[config.mk]
export PLATFORM = sky130hd
export DESIGN_NAME = clkgen_rate_sequencer
export DESIGN_NICKNAME = d
export VERILOG_FILES = /design/src/rtl/clkgen_rate_sequencer.sv
export SDC_FILE = /design/constraint.sdc
export NUM_CORES = 1
export LEC_CHECK = 0
export ABC_CLOCK_PERIOD_IN_PS = 3900
export CAP_MARGIN = 5
export CORE_ASPECT_RATIO = 1.25
export CORE_MARGIN = 1
export CORE_UTILIZATION = 25
export CTS_CLUSTER_SIZE = 30
export DETAILED_ROUTE_END_ITERATION = 10
export SLEW_MARGIN = 20
export SYNTH_ARGS = -nofsm -noshare
export SYNTH_HDL_FRONTEND = slang
export SYNTH_SLANG_ARGS = --single-unit
[constraint.sdc]
create_clock -name ti_clk -period 3.9 [get_ports ti_clk]
set_input_delay 0.78 -clock ti_clk [delete_from_list [all_inputs] [get_ports ti_clk]]
set_output_delay 0.78 -clock ti_clk [all_outputs]
set_load 0.01 [all_outputs]
[src/rtl/clkgen_rate_sequencer.sv]
// Run-time sample-rate sequencer for the SPI clock generator: index -> M/D, program trigger, PROGDONE/LOCKED handshake with timeout/retry.
// Optional CLKGEN_CUSTOM_MD_EN: index 31 takes range-checked M_custom/D_custom.
module clkgen_rate_sequencer #(
  parameter int DEFAULT_IDX    = 16,
  parameter int TIMEOUT_CYCLES = 4096,
  parameter int LOCK_STABLE    = 16,
  parameter int MAX_RETRY      = 2
) (
  input  logic       ti_clk,
  input  logic       reset,
  input  logic [4:0] rate_sel,
  input  logic       rate_go,
  input  logic [8:0] M_custom,
  input  logic [8:0] D_custom,
  input  logic       prog_done_in,
  input  logic       locked_in,
  output logic [8:0] M_out,
  output logic [8:0] D_out,
  output logic       prog_trigger,
  output logic       busy,
  output logic       hold_acq,
  output logic       done_pulse,
  output logic       error,
  output logic [4:0] cur_rate
);

  localparam int TW = (TIMEOUT_CYCLES > 1) ? $clog2(TIMEOUT_CYCLES) : 1;
  localparam int LW = $clog2(LOCK_STABLE + 1);
  localparam int RW = (MAX_RETRY > 0) ? $clog2(MAX_RETRY + 1) : 1;

  typedef enum logic [2:0] {
    S_IDLE, S_LOAD, S_TRIG, S_WAIT_PLO, S_WAIT_PHI, S_WAIT_LOCK, S_DONE, S_ERROR
  } state_t;

  function automatic logic [17:0] rate_md(input logic [4:0] idx);
    case (idx)
      5'd0:    rate_md = {9'd7,   9'd125};
      5'd1:    rate_md = {9'd7,   9'd100};
      5'd2:    rate_md = {9'd21,  9'd250};
      5'd3:    rate_md = {9'd14,  9'd125};
      5'd4:    rate_md = {9'd35,  9'd250};
      5'd5:    rate_md = {9'd21,  9'd125};
      5'd6:    rate_md = {9'd14,  9'd75};
      5'd7:    rate_md = {9'd28,  9'd125};
      5'd8:    rate_md = {9'd7,   9'd25};
      5'd9:    rate_md = {9'd7,   9'd20};
      5'd10:   rate_md = {9'd112, 9'd250};
      5'd11:   rate_md = {9'd14,  9'd25};
      5'd12:   rate_md = {9'd7,   9'd10};
      5'd13:   rate_md = {9'd21,  9'd25};
      5'd14:   rate_md = {9'd28,  9'd25};
      5'd15:   rate_md = {9'd35,  9'd25};
      5'd16:   rate_md = {9'd42,  9'd25};
      5'd17:   rate_md = {9'd28,  9'd15};
      5'd18:   rate_md = {9'd56,  9'd25};
      5'd19:   rate_md = {9'd14,  9'd5};
      default: rate_md = {9'd42,  9'd25};
    endcase
  endfunction

  localparam logic [17:0] DEF_MD = rate_md(5'(DEFAULT_IDX));

  state_t          state, state_nx;
  logic            pd_m, pd_s, lk_m, lk_s;
  logic [TW-1:0]   timer;
  logic [LW-1:0]   lock_cnt;
  logic [RW-1:0]   retry;
  logic [4:0]      idx_q;
  logic            req_ok;
  logic [8:0]      req_m, req_d;
  logic            wait_st, timeout;

  always_comb begin
    req_ok = (rate_sel < 5'd20);
    {req_m, req_d} = rate_md(rate_sel);
`ifdef CLKGEN_CUSTOM_MD_EN
    if (rate_sel == 5'd31) begin
      req_m  = M_custom;
      req_d  = D_custom;
      req_ok = (M_custom >= 9'd2) && (M_custom <= 9'd256) &&
               (D_custom >= 9'd1) && (D_custom <= 9'd256) &&
               (14'(M_custom) * 14'd20 >= 14'(D_custom)) &&
               (14'(M_custom) * 14'd3 <= 14'(D_custom) * 14'd10);
    end
`endif
  end

`ifndef CLKGEN_CUSTOM_MD_EN
  logic unused_custom;
  assign unused_custom = ^{M_custom, D_custom};
`endif

  always_ff @(posedge ti_clk) begin
    if (reset) {pd_m, pd_s, lk_m, lk_s} <= 4'b0;
    else begin
      pd_m <= prog_done_in;
      pd_s <= pd_m;
      lk_m <= locked_in;
      lk_s <= lk_m;
    end
  end

  assign wait_st = (state == S_WAIT_PLO) || (state == S_WAIT_PHI) || (state == S_WAIT_LOCK);
  assign timeout = wait_st && (timer == TW'(TIMEOUT_CYCLES - 1));

  always_comb begin
    state_nx     = state;
    prog_trigger = 1'b0;
    busy         = 1'b1;
    done_pulse   = 1'b0;
    case (state)
      S_IDLE: begin
        busy = 1'b0;
        if (rate_go) state_nx = req_ok ? S_LOAD : S_ERROR;
      end
      S_LOAD: state_nx = S_TRIG;
      S_TRIG: begin
        prog_trigger = 1'b1;
        state_nx     = S_WAIT_PLO;
      end
      S_WAIT_PLO: if (!pd_s) state_nx = S_WAIT_PHI;
      S_WAIT_PHI: if (pd_s) state_nx = S_WAIT_LOCK;
      S_WAIT_LOCK: if (lk_s && lock_cnt == LW'(LOCK_STABLE - 1)) state_nx = S_DONE;
      S_DONE: begin
        done_pulse = 1'b1;
        state_nx   = S_IDLE;
      end
      S_ERROR: state_nx = S_IDLE;
      default: state_nx = S_IDLE;
    endcase
    // Progress on the same cycle as a timeout wins over the retry.
    if (timeout && state_nx == state)
      state_nx = (retry == RW'(MAX_RETRY)) ? S_ERROR : S_TRIG;
  end

  assign hold_acq = busy;

  always_ff @(posedge ti_clk) begin
    if (reset) state <= S_IDLE;
    else       state <= state_nx;
  end

  // M/D are captured on acceptance so they are already stable for the whole LOAD cycle.
  always_ff @(posedge ti_clk) begin
    if (reset) begin
      M_out    <= DEF_MD[17:9];
      D_out    <= DEF_MD[8:0];
      cur_rate <= 5'(DEFAULT_IDX);
      idx_q    <= 5'(DEFAULT_IDX);
      error    <= 1'b0;
      retry    <= '0;
      timer    <= '0;
      lock_cnt <= '0;
    end else begin
      if (state == S_IDLE && rate_go && req_ok) begin
        M_out <= req_m;
        D_out <= req_d;
        idx_q <= rate_sel;
        error <= 1'b0;
      end
      if (state_nx == S_ERROR) error <= 1'b1;
      if (state == S_LOAD) retry <= '0;
      else if (wait_st && state_nx == S_TRIG) retry <= retry + 1'b1;
      if (state == S_DONE) cur_rate <= idx_q;
      if (state_nx != state || state == S_LOAD) timer <= '0;
      else if (wait_st) timer <= timer + 1'b1;
      if (state != S_WAIT_LOCK || !lk_s) lock_cnt <= '0;
      else lock_cnt <= lock_cnt + 1'b1;
    end
  end

endmodule

==> qor.txt, run 1 <==
PWR
--------------------------------------------------------------------------------------------
Switching portion of total power ..............................................        27.9%
Total power density per cell area .............................................  429 nW/um^2
Maximum resistive drop on vdd .................................................       187 uV
Gate power share ..............................................................        20.4%
Design internal power .........................................................   0.000995 W
Static leakage ................................................................      1.21 nW
Switching Power ...............................................................   0.000386 W
Clock network power share .....................................................        36.4%
Share of power burned in registers ............................................        43.2%

SETUP PATH
--------------------------------------------------------------------------------------------
CP Capture Type ...............................................................  output port
Category of the most critical setup path ......................................   reg -> out
Crit start category ...........................................................         flop
Data required time at the worst endpoint ......................................      3.12 ns
Critical path peak fanout .....................................................           13
Critical path launch point ....................................................     state[1]
Worst path arrival time .......................................................      2.02 ns
Launch instance of the worst register-to-register path ........................     state[0]

DETAILED ROUTING
--------------------------------------------------------------------------------------------
Total Routed Length ...........................................................      5620 um
Number of vias after detailed routing .........................................         2188
Number of remaining DRC errors ................................................            0
Detailed Routing Iterations Pass 1 ............................................            4
Detailed-route wire length per cell ...........................................      12.0 um
Via density per instance ......................................................         4.69
Post-route ant nets ...........................................................            0
Detailed router's first-iteration violation count .............................           67

DIE
--------------------------------------------------------------------------------------------
Die X .........................................................................      93.4 um
IO Count ......................................................................           56
Number of core rows ...........................................................           41
Die outline height ............................................................       116 um
Total Die Area ................................................................   10800 um^2
Floorplan Core Area ...........................................................   10100 um^2
Starting Density ..............................................................        25.8%

GRT
--------------------------------------------------------------------------------------------
Via count of the first global-routing pass ....................................         2075
Overall global routing resource usage .........................................        10.7%
Pin count of the biggest net entering global routing ..........................           35
Wire length of the first global-routing pass ..................................      9280 um
Grt ovf .......................................................................            0
Number of antenna violations at the first check in global routing .............            0

SYNTH
--------------------------------------------------------------------------------------------
Flops & latches, synth ........................................................           52
Main combinational cell family by area after synthesis ........................ simple AND/OR/NAND/NOR gates
XOR/XNOR Fraction of Synth Area ...............................................        5.04%
Mux cell area share after synthesis ...........................................        4.27%
Count of mapped cells out of synthesis ........................................          309
EDFF count, synth .............................................................            0
Proportion of register bits with asynchronous set or reset after synthesis ....           0%
Basic-gate share of the synthesized area counting and, or, nand and nor cells .        25.3%
Cell area after technology mapping ............................................    2610 um^2
Average footprint of a synthesized cell .......................................    8.44 um^2
Proportion of netlist area held by the largest area contributor ...............        39.9%
Sequential element share of the synthesized area ..............................        39.9%
Yosys warnings ................................................................            0
Dominant cell type by area after synthesis ....................................      dfxtp_1
Synthesized-area fraction occupied by ao, oa, aoi and oai cells ...............        15.9%
Fraction of the mapped netlist area in adder cells ............................        3.84%
Most area-consuming cells after synthesis ..................................... dfxtp_1, nor2_1, a21oi_1
Primary FF master, synth ......................................................      dfxtp_1
Distinct cells, synth .........................................................           49

PLACEMENT
--------------------------------------------------------------------------------------------
Detailed Place HPWL ...........................................................      4090 um
Placer Congestion .............................................................        0.762
Port Buf Inserts ..............................................................           34
Post-Place Cells ..............................................................          459

CLOCK NETWORK
--------------------------------------------------------------------------------------------
Number of buffers inserted to repair setup after CTS ..........................            0
Clock buffer depth ............................................................            2
Reg clk slew, reported paths ..................................................      0.06 ns
Number of sinks on the clock net ..............................................           52
Cts-stage hold buffer count ...................................................            0
Clock tree root driver cell ...................................................    clkbuf_16
Number of cells upsized or downsized after cts ................................            0
Clk_lat worst skew ............................................................      0.29 ns
CTS tree ......................................................................         done
Clock buffer count from CTS ...................................................            5
CTS H-Tree Depth ..............................................................            2

TIMING
--------------------------------------------------------------------------------------------
Final period util .............................................................        71.7%
Achievable clock frequency ....................................................      357 MHz
Clk_skew ......................................................................    0.0106 ns
Setup TNS Final ...............................................................         0 ns
Worst hold slack across all endpoints .........................................     0.442 ns
Relative slew slack ...........................................................        61.6%
Worst slew pin tran ...........................................................     0.577 ns
RSZ-0062 raised after global routing ..........................................           no
Final Hold Fails ..............................................................            0
Final-report max-slew violation count .........................................            0
Final setup violating endpoints ...............................................            0
Shortest period the worst path allows .........................................      2.80 ns

LAYOUT
--------------------------------------------------------------------------------------------
Number of standard cells in the final layout excluding fillers ................          467
Commonest non-fill, non-tap cell in the layout ................................      dfxtp_1
Number of inserted diodes .....................................................            0
Final core utilization ........................................................        31.9%
Area Overhead vs Synth ........................................................        23.5%
Final-stage net count .........................................................          373
Top library cells by usage in the layout, fill and taps aside ................. dfxtp_1, nor2_1, clkdlybuf4s50_1, nand2_1, a21oi_1
Fraction of layout cells with a size suffix above 1 ...........................        5.92%

MIN PATH
--------------------------------------------------------------------------------------------
Class of the worst hold path ..................................................   reg -> reg
Source of the worst hold timing path ..........................................         lk_m

FLOW RUN
--------------------------------------------------------------------------------------------
Number of max-capacitance violations reported .................................            0

RUN STATUS
--------------------------------------------------------------------------------------------
Result of the run ............................................................. complete, no violations

-- layer usage --
layer	track usage, %	part of all wire (%)
met1	12.8	45
met2	19.1	51
met3	2.08	2.8
met4	3.79	1.1
met5	0	0
-- worst max-delay path, cell delays in order (launching register included) --
cell and delay [ns]:
dfxtp_1 0.60, nand3_1 0.41, inv_1 0.18, clkdlybuf4s50_1 0.55
-- cell usage after synthesis (all sizes together) (3+ instances only) --
| master | number |
|---|---|
| dfxtp | 52 |
| nor2 | 37 |
| nand2 | 26 |
| a21oi | 25 |
| nor3 | 16 |
| buf | 14 |
| inv | 11 |
| mux2i | 10 |
| nor2b | 10 |
| nand3 | 9 |
| ha | 8 |
| xor2 | 8 |
| a211oi | 7 |
| nand2b | 7 |
| o21ai | 7 |
| xnor2 | 7 |
| clkbuf | 6 |
| nand3b | 6 |
| nand4 | 6 |
| and3 | 4 |
| o211ai | 4 |
| o21bai | 3 |
-- worst paths after layout --
| path | cells past startpoint | to | slack [ns] |
|---|---|---|---|
| max | 3 | done_pulse | 1.10 |
| min | 1 | lk_s | 0.44 |
| max reg2reg | 5 | D_out[1] | 1.70 |
| min reg2reg | 1 | lk_s | 0.44 |
-- kinds of logic (layout without fill, tap and decap cells) --
family                   count (synthesis)  in the layout
AO/OA/AOI/OAI                           63             63
XOR/XNOR                                15             15
adder cells (fa/ha/maj)                  8              8
buffers and inverters                   31             58
flip-flops                              52             52
multiplexers                            11             11
other                                    1              3
AND/OR/NAND/NOR                        128            128
-- area by class of cell --
type                    instances  area (um^2)
fillers                      1051         6880
multi-input cells             228         1430
flip-flops and latches         52         1040
repair buffers                 39          378
well taps                     129          161
clock buffers                   5          125
clock inverters                 3         46.3
inverters                      11         41.3
-- power by group through the flow --
stage                     logic (W)  clock network [W]  registers, W
after floorplan            0.000198                  0      0.000598
after global placement     0.000281                  0      0.000609
after detailed placement   0.000284                  0      0.000609
after CTS                  0.000286           0.000515      0.000597
after global routing       0.000313           0.000535      0.000602
final                      0.000282           0.000502      0.000597
-- stage by stage --
stage	setup slack (ns)	instance area [um^2]	power, W
2_1_floorplan	2.00	2620	0.000796
3_3_place_gp	1.11	3050	0.000889
3_5_place_dp	1.09	3050	0.000893
4_1_cts	1.08	3220	0.00140
5_1_grt	0.963	3220	0.00145
6_report	1.10	3220	0.00138
-- registers in the layout, indices dropped and copies added, names as in the netlist, 2 cells and up --
signal,flops
timer,12
D_out,8
M_out,7
cur_rate,5
idx_q,5
lock_cnt,5
state,3
retry,2
Note: power is estimated with default switching activity, not from simulation.
==> run 2, diff against run 1 <==
--- a/config.mk
+++ b/config.mk
@@ -5,7 +5,7 @@
 export SDC_FILE = /design/constraint.sdc
 export NUM_CORES = 1
 export LEC_CHECK = 0
-export ABC_CLOCK_PERIOD_IN_PS = 3900
+export ABC_CLOCK_PERIOD_IN_PS = 2900
 export CAP_MARGIN = 5
 export CORE_ASPECT_RATIO = 1.25
 export CORE_MARGIN = 1
==> constraint.sdc (replaced) <==
create_clock -name ti_clk -period 2.9 [get_ports ti_clk]
set_input_delay 0.58 -clock ti_clk [delete_from_list [all_inputs] [get_ports ti_clk]]
set_output_delay 0.58 -clock ti_clk [all_outputs]
set_load 0.01 [all_outputs]
==> qor.txt, run 2 (same netlist as run 1, synthesis figures left out) <==
SETUP PATH
--------------------------------------------------------------------------------
Data required time at the worst endpoint ..........................      2.32 ns   -0.80 ns
Reg-to-reg endpoint ...............................................     timer[1]
Slack of the worst reg-to-reg path ................................      0.72 ns   -0.98 ns
Crit start category ...............................................         flop
Critical path launch point ........................................     state[1]
Category of the most critical setup path ..........................   reg -> out
Worst path arrival time ...........................................      1.89 ns   -0.13 ns
Critical path peak fanout .........................................           13   unchanged
Worst setup path endpoint .........................................         busy
CP Capture Type ...................................................  output port
Launch instance of the worst register-to-register path ............  lock_cnt[0]
Logic depth of the worst register-to-register path ................            8   +3

TIMING
--------------------------------------------------------------------------------
Setup TNS Final ...................................................         0 ns   unchanged
Final setup violating endpoints ...................................            0   unchanged
Clk_skew ..........................................................   0.00694 ns   -0.00371 ns
RSZ-0062 raised after global routing ..............................           no
Relative slew slack ...............................................        65.3%   +3.7 points
Final Hold Fails ..................................................            0   unchanged
Final-report max-slew violation count .............................            0   unchanged
Shortest period the worst path allows .............................      2.47 ns
Worst slew pin tran ...............................................     0.517 ns   -0.0597 ns
Final period util .................................................        85.1%
Achievable clock frequency ........................................      405 MHz

DETAILED ROUTING
--------------------------------------------------------------------------------
Total Routed Length ...............................................      5900 um   +5.1%
Detailed-route wire length per cell ...............................      12.5 um   +4.2%
Number of vias after detailed routing .............................         2202   +0.64%
Detailed Routing Iterations Pass 1 ................................            4   unchanged
Detailed router's first-iteration violation count .................          152   +130%
Via density per instance ..........................................         4.68   -0.21%
Number of remaining DRC errors ....................................            0   unchanged
Post-route ant nets ...............................................            0   unchanged

CLOCK NETWORK
--------------------------------------------------------------------------------
Clock buffer depth ................................................            2   unchanged
Reg clk slew, reported paths ......................................      0.07 ns   about the same
Number of buffers inserted to repair setup after CTS ..............            0   unchanged
Number of sinks on the clock net ..................................           52   unchanged
Clock tree root driver cell .......................................    clkbuf_16
Clock buffer count from CTS .......................................            5   unchanged
CTS tree ..........................................................         done
Cts-stage hold buffer count .......................................            0   unchanged
Clk_lat worst skew ................................................      0.29 ns   about the same
CTS H-Tree Depth ..................................................            2   unchanged
Number of cells upsized or downsized after cts ....................            0   unchanged

RUN STATUS
--------------------------------------------------------------------------------
Result of the run ................................................. complete, no violations

PLACEMENT
--------------------------------------------------------------------------------
Post-Place Cells ..................................................          463   +0.87%
Placer Congestion .................................................        0.781   +2.5%
Standard cell area after detailed placement .......................    3080 um^2   +0.98%
Detailed Place HPWL ...............................................      4350 um   +6.5%
Port Buf Inserts ..................................................           34   unchanged

LAYOUT
--------------------------------------------------------------------------------
Max FFs per register ..............................................           12   unchanged
Top library cells by usage in the layout, fill and taps aside ..... dfxtp_1, nor2_1, clkdlybuf4s50_1, nand2_1, a21oi_1
Largest registers ................................................. timer (12), D_out (8), M_out (7)
Commonest non-fill, non-tap cell in the layout ....................      dfxtp_1
Fraction of layout cells with a size suffix above 1 ...............        7.02%   +1.1 points
Register name with the most flops .................................        timer
Final-stage net count .............................................          377   +1.1%
Area Overhead vs Synth ............................................        23.9%
Number of standard cells in the final layout excluding fillers ....          471   +0.86%
Post-route design area ............................................    3230 um^2   +0.35%
Number of inserted diodes .........................................            0   unchanged
Final core utilization ............................................        32.0%   +0.11 points
Fillers ...........................................................         1046   -0.48%

PWR
--------------------------------------------------------------------------------
Maximum resistive drop on vdd .....................................       298 uV   +59%
Static leakage ....................................................      1.22 nW   +0.83%
Total power density per cell area .................................  554 nW/um^2   +29%

GRT
--------------------------------------------------------------------------------
Via count of the first global-routing pass ........................         2143   +3.3%
Grt ovf ...........................................................            0   unchanged
Wire length of the first global-routing pass ......................      9810 um   +5.7%
Overall global routing resource usage .............................        11.5%   +0.76 points
Pin count of the biggest net entering global routing ..............           34   -2.9%
Number of antenna violations at the first check in global routing .            0   unchanged

FLOW RUN
--------------------------------------------------------------------------------
Number of max-capacitance violations reported .....................            0   unchanged

DIE
--------------------------------------------------------------------------------
Floorplan Core Area ...............................................   10100 um^2   unchanged
Die X .............................................................      93.4 um   unchanged
Die outline height ................................................       116 um   unchanged
Number of core rows ...............................................           41   unchanged
Total Die Area ....................................................   10800 um^2   unchanged
IO Count ..........................................................           56   unchanged
Starting Density ..................................................        25.8%   unchanged

MIN PATH
--------------------------------------------------------------------------------
Source of the worst hold timing path ..............................         lk_m
Class of the worst hold path ......................................   reg -> reg

run 2: changes by cell type in the layout (fill, tap and decap cells not counted), sizes merged:
cell    change
clkinv      +1
buf         +4
bufinv      -1
run 2: area by class of cell:
class                           instances  area (um^2)  share of cell area, %
Sequential cell                        52         1040                   32.2
Multi-Input combinational cell        228         1430                   44.2
Inverter                               11         41.3                   1.28
Timing Repair Buffer                   43          408                   12.6
Clock buffer                            5          125                   3.87
Tap cell                              129          161                   4.99
Clock inverter                          3         27.5                  0.851
run 2: critical path: stages (launching register included):
cell             delay [ns]
dfxtp_1                0.46
nor3_1                 0.52
inv_1                  0.11
clkdlybuf4s50_1        0.50
run 2: power by group:
| part | internal (W) | leakage (nW) | switching, W | total (W) |
|---|---|---|---|---|
| Sequential | 0.000755 | 0.423 | 0.0000495 | 0.000804 |
| Clock | 0.000327 | 0.0719 | 0.000272 | 0.000600 |
| Combinational | 0.000180 | 0.729 | 0.000208 | 0.000389 |
run 2: layer usage:
layer	global-route usage [%]	share of wire (%)	wire length, um
met1	12.8	43	2540
met2	20.9	52	3050
met3	2.67	3.3	193
met4	4.72	2.1	126
met5	0	0	0
run 2: how the worst min path moves through the flow:
stage,cells past startpoint,to
floorplan,1,lk_s
global placement,1,lk_s
detailed placement,1,pd_s
CTS,1,lk_s
global route,1,lk_s
finish,1,lk_s
run 2: metrics by stage:
step	setup slack [ns]	power, W	hold WS (ns)
finish	0.433	0.00179	0.437
global route	0.263	0.00189	0.464
CTS	0.348	0.00182	0.443
detailed placement	0.553	0.00121	0.432
global placement	0.568	0.00121	0.428
floorplan	1.00	0.00107	0.414
==> run 3, diff against run 2 <==
--- a/config.mk
+++ b/config.mk
@@ -6,7 +6,6 @@
 export NUM_CORES = 1
 export LEC_CHECK = 0
 export ABC_CLOCK_PERIOD_IN_PS = 2900
-export CAP_MARGIN = 5
 export CORE_ASPECT_RATIO = 1.25
 export CORE_MARGIN = 1
 export CORE_UTILIZATION = 25
==> results of run 3 <==
Same layout as run 2: the final DEF is identical, and so are final timing and power.
